**src/rtl/stopwatch_lap_pkg.sv**
```systemverilog
// Shared constants, lap state encoding and BCD helpers for the lap stopwatch.
package stopwatch_lap_pkg;

   localparam logic [3:0] BCD_MAX = 4'd9;
   localparam logic [3:0] BCD_MIN = 4'd0;

   typedef enum logic {
      LAP_LIVE = 1'b0,
      LAP_HOLD = 1'b1
   } lap_state_e;

   // Preset nibbles above 9 are not legal BCD; pin them to 9.
   function automatic logic [3:0] clamp_bcd(input logic [3:0] nib);
      return (nib > BCD_MAX) ? BCD_MAX : nib;
   endfunction

endpackage

```
**src/rtl/stopwatch_lap_if.sv**
```systemverilog
// Display bus from the stopwatch to the seven-segment multiplexer.
interface stopwatch_lap_if #(
   parameter int NDIG = 4
);
   import stopwatch_lap_pkg::*;

   // No valid/ready: digits/display are always valid; tick is a one-cycle strobe
   // marking the first cycle a new count is visible, rollover marks a wrapped value.
   logic [4*NDIG-1:0] digits;
   logic [4*NDIG-1:0] display;
   logic              holding;
   logic              tick;
   logic              rollover;
   logic              at_limit;
   lap_state_e        lap_state;

   modport master (output digits, display, holding, tick, rollover, at_limit, lap_state);
   modport slave  (input  digits, display, holding, tick, rollover, at_limit, lap_state);

endinterface

```
**src/rtl/stopwatch_lap_bcd_digit_updn.sv**
```systemverilog
// One BCD digit of the ripple counter: up/down step with carry/borrow, or clamped preset.
module bcd_digit_updn
   import stopwatch_lap_pkg::*;
(
   input  logic [3:0] digit_i,
   input  logic       up_i,
   input  logic       cin_i,
   input  logic       load_i,
   input  logic [3:0] load_nib_i,
   output logic [3:0] digit_o,
   output logic       cout_o
);

   always_comb begin
      digit_o = digit_i;
      cout_o  = 1'b0;
      if (load_i) begin
         digit_o = clamp_bcd(load_nib_i);
      end else if (cin_i) begin
         if (up_i) begin
            if (digit_i >= BCD_MAX) begin
               digit_o = BCD_MIN;
               cout_o  = 1'b1;
            end else begin
               digit_o = digit_i + 4'd1;
            end
         end else begin
            if (digit_i == BCD_MIN) begin
               digit_o = BCD_MAX;
               cout_o  = 1'b1;
            end else begin
               digit_o = digit_i - 4'd1;
            end
         end
      end
   end

endmodule

```
**src/rtl/stopwatch_lap.sv**
```systemverilog
// Prescaled NDIG-digit BCD up/down stopwatch with wrap/saturate limits,
// clear/preset and a lap-hold display register.
module stopwatch_lap
   import stopwatch_lap_pkg::*;
#(
   parameter int DVSR = 5000000,
   parameter int N    = 23,
   parameter int NDIG = 4,
   parameter int WRAP = 1
) (
   input  logic              clk,
   input  logic              reset,
   input  logic              enable,
   input  logic              up,
   input  logic              clear,
   input  logic              load,
   input  logic [4*NDIG-1:0] load_value,
   input  logic              lap,
   stopwatch_lap_if.master   bus
);

   logic [N-1:0]      cnt_q, cnt_d;
   logic              tick_en;
   logic [4*NDIG-1:0] digits_q, digits_d;
   logic [4*NDIG-1:0] step_val;
   logic [NDIG:0]     carry;
   logic              tick_q, tick_d;
   logic              rollover_q, rollover_d;
   lap_state_e        state_q, state_d;
   logic [4*NDIG-1:0] hold_q, hold_d;

   assign tick_en = enable && (cnt_q == N'(DVSR - 1));

   always_comb begin
      cnt_d = cnt_q;
      if (clear || load || tick_en) begin
         cnt_d = '0;
      end else if (enable) begin
         cnt_d = cnt_q + N'(1);
      end
   end

   // Carry out of the top digit means the step crossed the count limit.
   assign carry[0] = tick_en;
   for (genvar g = 0; g < NDIG; g++) begin : g_digit
      bcd_digit_updn u_digit (
         .digit_i    (digits_q[4*g +: 4]),
         .up_i       (up),
         .cin_i      (carry[g]),
         .load_i     (load),
         .load_nib_i (load_value[4*g +: 4]),
         .digit_o    (step_val[4*g +: 4]),
         .cout_o     (carry[g+1])
      );
   end

   always_comb begin
      digits_d   = digits_q;
      tick_d     = 1'b0;
      rollover_d = 1'b0;
      if (clear) begin
         digits_d = '0;
      end else if (load) begin
         digits_d = step_val;
      end else if (tick_en) begin
         tick_d = 1'b1;
         if (carry[NDIG] && (WRAP == 0)) begin
            digits_d = digits_q;
         end else begin
            digits_d   = step_val;
            rollover_d = carry[NDIG];
         end
      end
   end

   // Capture uses digits_q, so a lap coinciding with a tick holds the pre-tick value.
   always_comb begin
      state_d = state_q;
      hold_d  = hold_q;
      if (clear) begin
         state_d = LAP_LIVE;
      end else if (lap) begin
         case (state_q)
            LAP_LIVE: begin
               state_d = LAP_HOLD;
               hold_d  = digits_q;
            end
            LAP_HOLD: state_d = LAP_LIVE;
            default:  state_d = LAP_LIVE;
         endcase
      end
   end

   always_ff @(posedge clk or negedge reset) begin
      if (!reset) begin
         cnt_q      <= '0;
         digits_q   <= '0;
         tick_q     <= 1'b0;
         rollover_q <= 1'b0;
         state_q    <= LAP_LIVE;
         hold_q     <= '0;
      end else begin
         cnt_q      <= cnt_d;
         digits_q   <= digits_d;
         tick_q     <= tick_d;
         rollover_q <= rollover_d;
         state_q    <= state_d;
         hold_q     <= hold_d;
      end
   end

   assign bus.digits    = digits_q;
   assign bus.display   = (state_q == LAP_HOLD) ? hold_q : digits_q;
   assign bus.holding   = (state_q == LAP_HOLD);
   assign bus.tick      = tick_q;
   assign bus.rollover  = rollover_q;
   assign bus.lap_state = state_q;
   assign bus.at_limit  = (up && (digits_q == {NDIG{BCD_MAX}})) || (!up && (digits_q == '0));

endmodule

```
**src/flat_wrapper.sv**
```systemverilog
// flat-port wrapper written by rule: the top's interface ports become plain ports
module stopwatch_lap_flat import stopwatch_lap_pkg::*;
#(
   parameter int DVSR = 5000000,
   parameter int N    = 23,
   parameter int NDIG = 4,
   parameter int WRAP = 1
)
  (clk, reset, enable, up, clear, load, load_value, lap, bus_digits, bus_display, bus_holding, bus_tick, bus_rollover, bus_at_limit, bus_lap_state);
  stopwatch_lap_if #(.NDIG(NDIG)) bus_i ();
  input  logic clk;
  input  logic reset;
  input  logic enable;
  input  logic up;
  input  logic clear;
  input  logic load;
  input  logic [4*NDIG-1:0] load_value;
  input  logic lap;
  output wire logic [$bits(bus_i.digits)-1:0] bus_digits;
  output wire logic [$bits(bus_i.display)-1:0] bus_display;
  output wire logic [$bits(bus_i.holding)-1:0] bus_holding;
  output wire logic [$bits(bus_i.tick)-1:0] bus_tick;
  output wire logic [$bits(bus_i.rollover)-1:0] bus_rollover;
  output wire logic [$bits(bus_i.at_limit)-1:0] bus_at_limit;
  output wire logic [$bits(bus_i.lap_state)-1:0] bus_lap_state;
  assign bus_digits = bus_i.digits;
  assign bus_display = bus_i.display;
  assign bus_holding = bus_i.holding;
  assign bus_tick = bus_i.tick;
  assign bus_rollover = bus_i.rollover;
  assign bus_at_limit = bus_i.at_limit;
  assign bus_lap_state = bus_i.lap_state;
  stopwatch_lap #(.DVSR(DVSR), .N(N), .NDIG(NDIG), .WRAP(WRAP)) u_core (.clk(clk), .reset(reset), .enable(enable), .up(up), .clear(clear), .load(load), .load_value(load_value), .lap(lap), .bus(bus_i));
endmodule
```
**config.mk**
```make
export PLATFORM = sky130hd
export DESIGN_NAME = stopwatch_lap_flat
export DESIGN_NICKNAME = d
export VERILOG_FILES = /design/src/rtl/stopwatch_lap_pkg.sv /design/src/rtl/stopwatch_lap_if.sv /design/src/rtl/stopwatch_lap_bcd_digit_updn.sv /design/src/rtl/stopwatch_lap.sv /design/src/flat_wrapper.sv
export SDC_FILE = /design/constraint.sdc
export NUM_CORES = 1
export LEC_CHECK = 0
export ABC_AREA = 1
export CAP_MARGIN = 25
export CORE_MARGIN = 2
export CORE_UTILIZATION = 50
export CTS_CLUSTER_DIAMETER = 150
export DETAILED_ROUTE_END_ITERATION = 7
export GPL_ROUTABILITY_DRIVEN = 0
export HOLD_SLACK_MARGIN = 0.05
export PLACE_DENSITY = 0.76
export SETUP_SLACK_MARGIN = 0.02
export SYNTH_ARGS = -nofsm -noshare
export SYNTH_HDL_FRONTEND = slang
export SYNTH_SLANG_ARGS = --single-unit
```
**constraint.sdc**
```tcl
create_clock -name clk -period 1.55 [get_ports clk]
set_clock_uncertainty 0.05 [all_clocks]
set_input_delay 0.155 -clock clk [delete_from_list [all_inputs] [get_ports clk]]
set_output_delay 0.155 -clock clk [all_outputs]
set_load 0.005 [all_outputs]
```
-- Word level (Yosys, flattened, before mapping)
Index checks and enable logic that the tools add are counted.
- flip-flop bits (word level): 58
- input port bits: 23
- output and inout bits: 37
- add/subtract/negate cells: 9
- $lt $le $gt $ge: 8
- eq/ne operators: 2
- mux-type cells: 57
- bitwise operators: 2
- reductions and logical operators: 16
- operators with widths (kind ; number):
    4-bit 2-to-1 mux ; 23
    16-bit 2-to-1 mux ; 4
    23-bit 2-to-1 mux ; 2
    1-bit 2-to-1 mux ; 27
    23-bit by 1-bit adder with 23-bit output, second input constant ; 1
    23-bit == test, second input constant ; 1
    4-bit by 1-bit adder with 4-bit output, second input constant ; 4
    16-bit == test, second input constant ; 1
    4-bit >= comparator, second input constant ; 4
    4-bit > comparator, second input constant ; 4
    16-bit logical NOT ; 1
    4-bit logical NOT ; 4
    4-bit by 1-bit subtractor with 4-bit output, second input constant ; 4
    2-bit nonzero test ; 2
    1-bit logical AND ; 3
    1-bit logical OR ; 3
    3-bit nonzero test ; 1
    1-bit NOT ; 2
    1-bit one-hot mux with 2 select lines ; 1
    2-bit AND reduction ; 1
    1-bit logical NOT ; 1

-- Longest topological paths before layout
- depth after elaboration: 14
- depth in mapped cells: 12
- gate-level depth less buffers: 12

-- Modules after synthesis
From an unflattened synthesis, not the netlist that was laid out.
- cells, all modules: 645
- area total of the unflattened synthesis: 4643.2 um^2
- by module, submodules not included (module ; times used ; cells an instance ; area an instance (um^2) ; seq. area each (um^2)):
    stopwatch_lap ; 1 ; 397 ; 3216.8 ; 1451.4
    bcd_digit_updn ; 4 ; 62 ; 356.6 ; 0.0

-- Worst setup path after synthesis
No wires, ideal clock.
- kind: register to register
- start: register u_core.digits_q[0] (netlist: u_core.bus.digits[0])
- end: register u_core.digits_q[12] (netlist: u_core.bus.digits[12])
- library setup time: 0.117 ns
- arrival time: 1.507 ns
- slack: -0.124 ns
- cell stages (with the launch flop): 11
- path buffers: 0
- clock period less this slack: 1.674 ns
- cell sequence: dfrtp_1 -> inv_1 -> ha_1 -> nand3b_1 -> nand2_1 -> nand2_1 -> nand2_2 -> nor2_8 -> nand3_4 -> nand3_1 -> nand2_1
- cells in the longest elaborated chain, start to end: 14
- elaborated cells between the ends (all ways): 16
- classes of those cells: 1 x order compare; 14 x mux; 1 x reduce/logical
- ends and longest elaborated chain (what ; line ; text):
    start, declared ; stopwatch_lap.sv:24 ; logic [4*NDIG-1:0] digits_q, digits_d;
    start signal, assigned ; stopwatch_lap.sv:104 ; digits_q <= digits_d;
    4-bit >= comparator / 4-bit logical NOT (equally long branches) ; stopwatch_lap_bcd_digit_updn.sv:21, stopwatch_lap_bcd_digit_updn.sv:28 ;
    1-bit 2-to-1 mux, on equally long branches ; stopwatch_lap_bcd_digit_updn.sv:21, stopwatch_lap_bcd_digit_updn.sv:28 ;
    1-bit 2-to-1 mux * ; stopwatch_lap_bcd_digit_updn.sv:20 ; if (up_i) begin
    1-bit 2-to-1 mux * ; stopwatch_lap_bcd_digit_updn.sv:19 ; end else if (cin_i) begin
    1-bit 2-to-1 mux * ; stopwatch_lap_bcd_digit_updn.sv:17 ; if (load_i) begin
    1-bit 2-to-1 mux * ; stopwatch_lap_bcd_digit_updn.sv:19 ;
    1-bit 2-to-1 mux * ; stopwatch_lap_bcd_digit_updn.sv:17 ;
    1-bit 2-to-1 mux * ; stopwatch_lap_bcd_digit_updn.sv:19 ;
    1-bit 2-to-1 mux * ; stopwatch_lap_bcd_digit_updn.sv:17 ;
    4-bit 2-to-1 mux * ; stopwatch_lap_bcd_digit_updn.sv:19 ;
    4-bit 2-to-1 mux * ; stopwatch_lap_bcd_digit_updn.sv:17 ;
    16-bit 2-to-1 mux ; stopwatch_lap.sv:65 ; end else if (tick_en) begin
    16-bit 2-to-1 mux * ; stopwatch_lap.sv:63 ; end else if (load) begin
    16-bit 2-to-1 mux * ; stopwatch_lap.sv:61 ; if (clear) begin
Every way passes the cells marked *; elsewhere a longest branch is shown, timed or not. The select of a mux whose other input is x is not followed.
A chain may end at the register's enable or synchronous reset.

-- Worst setup path after layout
- start: register u_core.digits_q[2] (netlist: u_core.bus.digits[2])
- end: output bus_at_limit
- cells in the longest elaborated chain, start to end: 3
- elaborated cells between the ends (all ways): 5
- classes of those cells: 1 x eq/ne; 4 x reduce/logical
- ends and longest elaborated chain (what ; line ; text):
    16-bit == test / 16-bit logical NOT (equally long branches) ; stopwatch_lap.sv:118 ; assign bus.at_limit = (up && (digits_q == {NDIG{BCD_MAX}})) || (!up && (digits_q == '0));
    1-bit logical AND ; stopwatch_lap.sv:118 ;
    1-bit logical OR * ; stopwatch_lap.sv:118 ;
    end, declared ; flat_wrapper.sv:24 ; output wire logic [$bits(bus_i.at_limit)-1:0] bus_at_limit;
Every way passes the cells marked *; elsewhere a longest branch is shown, timed or not.

==> flow_metrics.tcl <==
set metrics [dict create \
    die_x_um 92.9 \
    yosys.area_share.simple_pct 32.7 \
    ir_drop_mv 0.483 \
    htreeDepth 3 \
    timing.final.crit_share_pct 123 \
    dpl.hpwl_um 8420 \
    portBuffers 59 \
    cts_root_buf "clkbuf_8" \
    syn_to_final_growth_pct 60.5 \
    drv_slew 0 \
    hold_class "input pin to asynchronous set/reset pin" \
    coreArea_mm2 0.00769 \
    syn_area_mm2 0.00395 \
    r2r_setup_slack_ns -0.31 \
    drc 0 \
    leakage_uw 0.00307 \
    timing.final.crit_period_ns 1.91 \
    vias_per_cell 5.78 \
    final_hold_viol_count 0 \
    clk_pin_slew_ns 0.07 \
    diodes 0 \
    tightestPinTransition_ns 0.489 \
    critPathArrivalTime_ns 1.70 \
    fin_nets 769 \
    powerDensity_mw_per_mm2 765 \
    grt_max_degree 59 \
    synthCells 536 \
    pre_cts_ws_ns -0.530 \
    syn_nets 572 \
    start_util_pct 51.4 \
    violations "setup timing" \
    final.setup.tns_ns -4.57 \
    reg2reg_depth 12 \
    cts_sinks 58 \
    setup_viol 24 \
    setup.worst_path.end_class "output pin" \
    grt_pass1_vias 4658 \
    insertion_delay_ns 0.34 \
    status "finished, violations left" \
    wire_per_inst_um 17.3 \
    ioPinCount 60 \
    timing.fmax_ghz 0.524 \
    synth_compound_area_share_pct 15.2 \
    drtPass1Iterations 7 \
    synth_top_family_by_area "simple AND/OR/NAND/NOR gates" \
    drv_cap 0 \
    critical_path.max_fanout 2 \
    drive_gt1_share_pct 43.1 \
    setup_ws_ns -0.359 \
    overflow 0 \
    ys_seq_elements 58 \
    synthMuxAreaShare_pct 0 \
    synthDistinctLibCells 40 \
    ys_seq_area_share_pct 36.7 \
    yosysWarnings 0 \
    rows 32 \
    cts-buffers-inserted 9 \
    antenna_found_initial 0 \
    die-area_mm2 0.00863 \
    grt_pass1_wl_um 21300 \
    clockBufferDepth 2 \
    worstPathRequired_ns 1.34 \
    critPathKind "register to output pin" \
    synth_xor_area_share_pct 2.22 \
    maxSlewHeadroom_pct 67.1 \
    cts_tree "done" \
    synthAdderAreaFrac_pct 4.12 \
    ant_nets 0 \
    wl_um 14600 \
    rsz0062_at_grt "true" \
    start_kind "register" \
    dr_total_vias 4854 \
    postSynthAreaPerCell_um2 7.37 \
    dieHeight_um 92.9 \
    drt_iter0_markers 366 \
    groute.usage.overall_pct 31.2 \
]
==> flip-flops by register name (all words and copies together) (netlist names) <==
register and flops:
u_core.bus.rollover 1, u_core.bus.digits 16, u_core.bus.tick 1, u_core.hold_q 16, u_core.bus.holding 1, u_core.cnt_q 23
==> synth_stat cells, drive strengths merged <==
library cell,instances,area (um2)
nand3,54,305
nor2,70,342
o211a,1,10.0
o22ai,3,18.8
inv,65,244
xnor2,4,35.0
clkinv,1,3.75
clkbuf,3,11.3
ha,13,163
nand2,129,532
o21bai,2,15.0
a31oi,7,43.8
o31ai,2,20.0
nand3b,1,7.51
o21ai,52,290
nor3,2,10.0
a21oi,24,128
nand4,10,62.6
a22oi,6,45.0
xor2,6,52.6
buf,14,96.3
and3,1,6.26
o211ai,4,30.0
nor4,2,12.5
nor3b,2,15.0
dfrtp,58,1450
==> per-stage QoR <==
stage	power, uW	std cells	cell area, um2	hold slack (ns)	utilization [%]
after global placement	3070	773	5350	0.135	69.6
after CTS	4570	826	5970	0.319	77.7
after global routing	5050	840	6340	0.334	82.5
after floorplan	2400	536	4010	-0.191	-
final	4850	840	6340	0.295	82.5
after detailed placement	3120	773	5350	0.138	69.6
==> routing by layer <==
layer,share of wire (%),routed length [um],up-vias,track usage (%)
li1,-,-,2168,-
met1,38,5520,2321,36.9
met2,50,7280,274,54.6
met3,7.0,1020,91,5.04
met4,5.0,728,0,15.7
met5,0,0,-,0
==> worst paths after layout <==
path	start	to
max in group asynchronous	reset	u_core.bus.digits[3]$_DFFE_PN0N_
min	reset	u_core.hold_q[10]$_DFFE_PN0P_
max reg2reg	u_core.bus.digits[1]$_DFFE_PN0N_	u_core.bus.digits[13]$_DFFE_PN0P_
max	u_core.bus.digits[2]$_DFFE_PN0N_	bus_at_limit
min in group clk	load_value[5]	u_core.bus.digits[5]$_DFFE_PN0P_
min reg2reg	u_core.cnt_q[4]$_DFFE_PN0P_	u_core.cnt_q[4]$_DFFE_PN0P_
==> logic make-up (layout without fill, tap and decap cells) <==
logic type,after synthesis,after routing
xor gates and xnor gates,10,10
DFF,58,58
adders and majority gates,13,13
buffers and inverters,83,285
AOI/OAI and AO/OA,101,101
and+or+nand+nor,271,271
==> worst max-delay path, stage by stage, from the launching register on <==
cell and delay [ns]:
dfrtp_1 0.39, buf_4 0.16, nor4_1 0.40, nand3_1 0.16, o31ai_2 0.09, buf_2 0.15
==> power breakdown <==
part	internal, uW	switching, uW	leakage (uW)	total [uW]
combinational	872	967	0.00222	1840
clock	668	627	0.0000867	1290
sequential	1630	85.6	0.000767	1720
total	3170	1680	0.00307	4850
==> cells in the final DEF (no fill, tap or decap), types with 3 or more instances in the layout <==
master and n:
a21oi_1 15, a21oi_2 7, a22oi_1 6, a31oi_1 6, buf_12 4, buf_2 18, buf_4 113, buf_6 23
clkbuf_1 3, clkbuf_8 11, clkdlybuf4s15_1 5, clkdlybuf4s50_1 25, dfrtp_1 54, dfrtp_2 4, dlygate4sd2_1 9, ha_1 4
ha_2 3, ha_4 6, inv_1 37, inv_2 25, nand2_1 97, nand2_2 21, nand2_4 11, nand3_1 43
nand3_2 5, nand3_4 6, nand4_1 10, nor2_1 43, nor2_2 7, nor2_4 19, o211ai_1 4, o21ai_0 17
o21ai_1 18, o21ai_2 16, xnor2_1 4, xor2_1 6
==> repair_timing <==
| item | CTS | global route |
|---|---|---|
| hold endpoints to repair | 58 | 0 |
| resized for setup | 164 | 88 |
| hold buffers | 1 | 0 |
| pin swaps | 27 | 31 |
| setup endpoints to repair | 69 | 61 |
| cloned | 2 | 0 |
| setup buffers | 34 | 19 |
==> area by class of cell <==
| class | count | area (um2) |
|---|---|---|
| clock inverters | 2 | 12.5 |
| repair buffers | 202 | 1710 |
| inverters | 66 | 263 |
| fillers | 430 | 1350 |
| clock buffers | 14 | 163 |
| well taps | 102 | 128 |
| repair inverters | 1 | 6.26 |
| flip-flops and latches | 58 | 1460 |
| multi-input cells | 395 | 2600 |
Power figures use the tool's default switching activity.
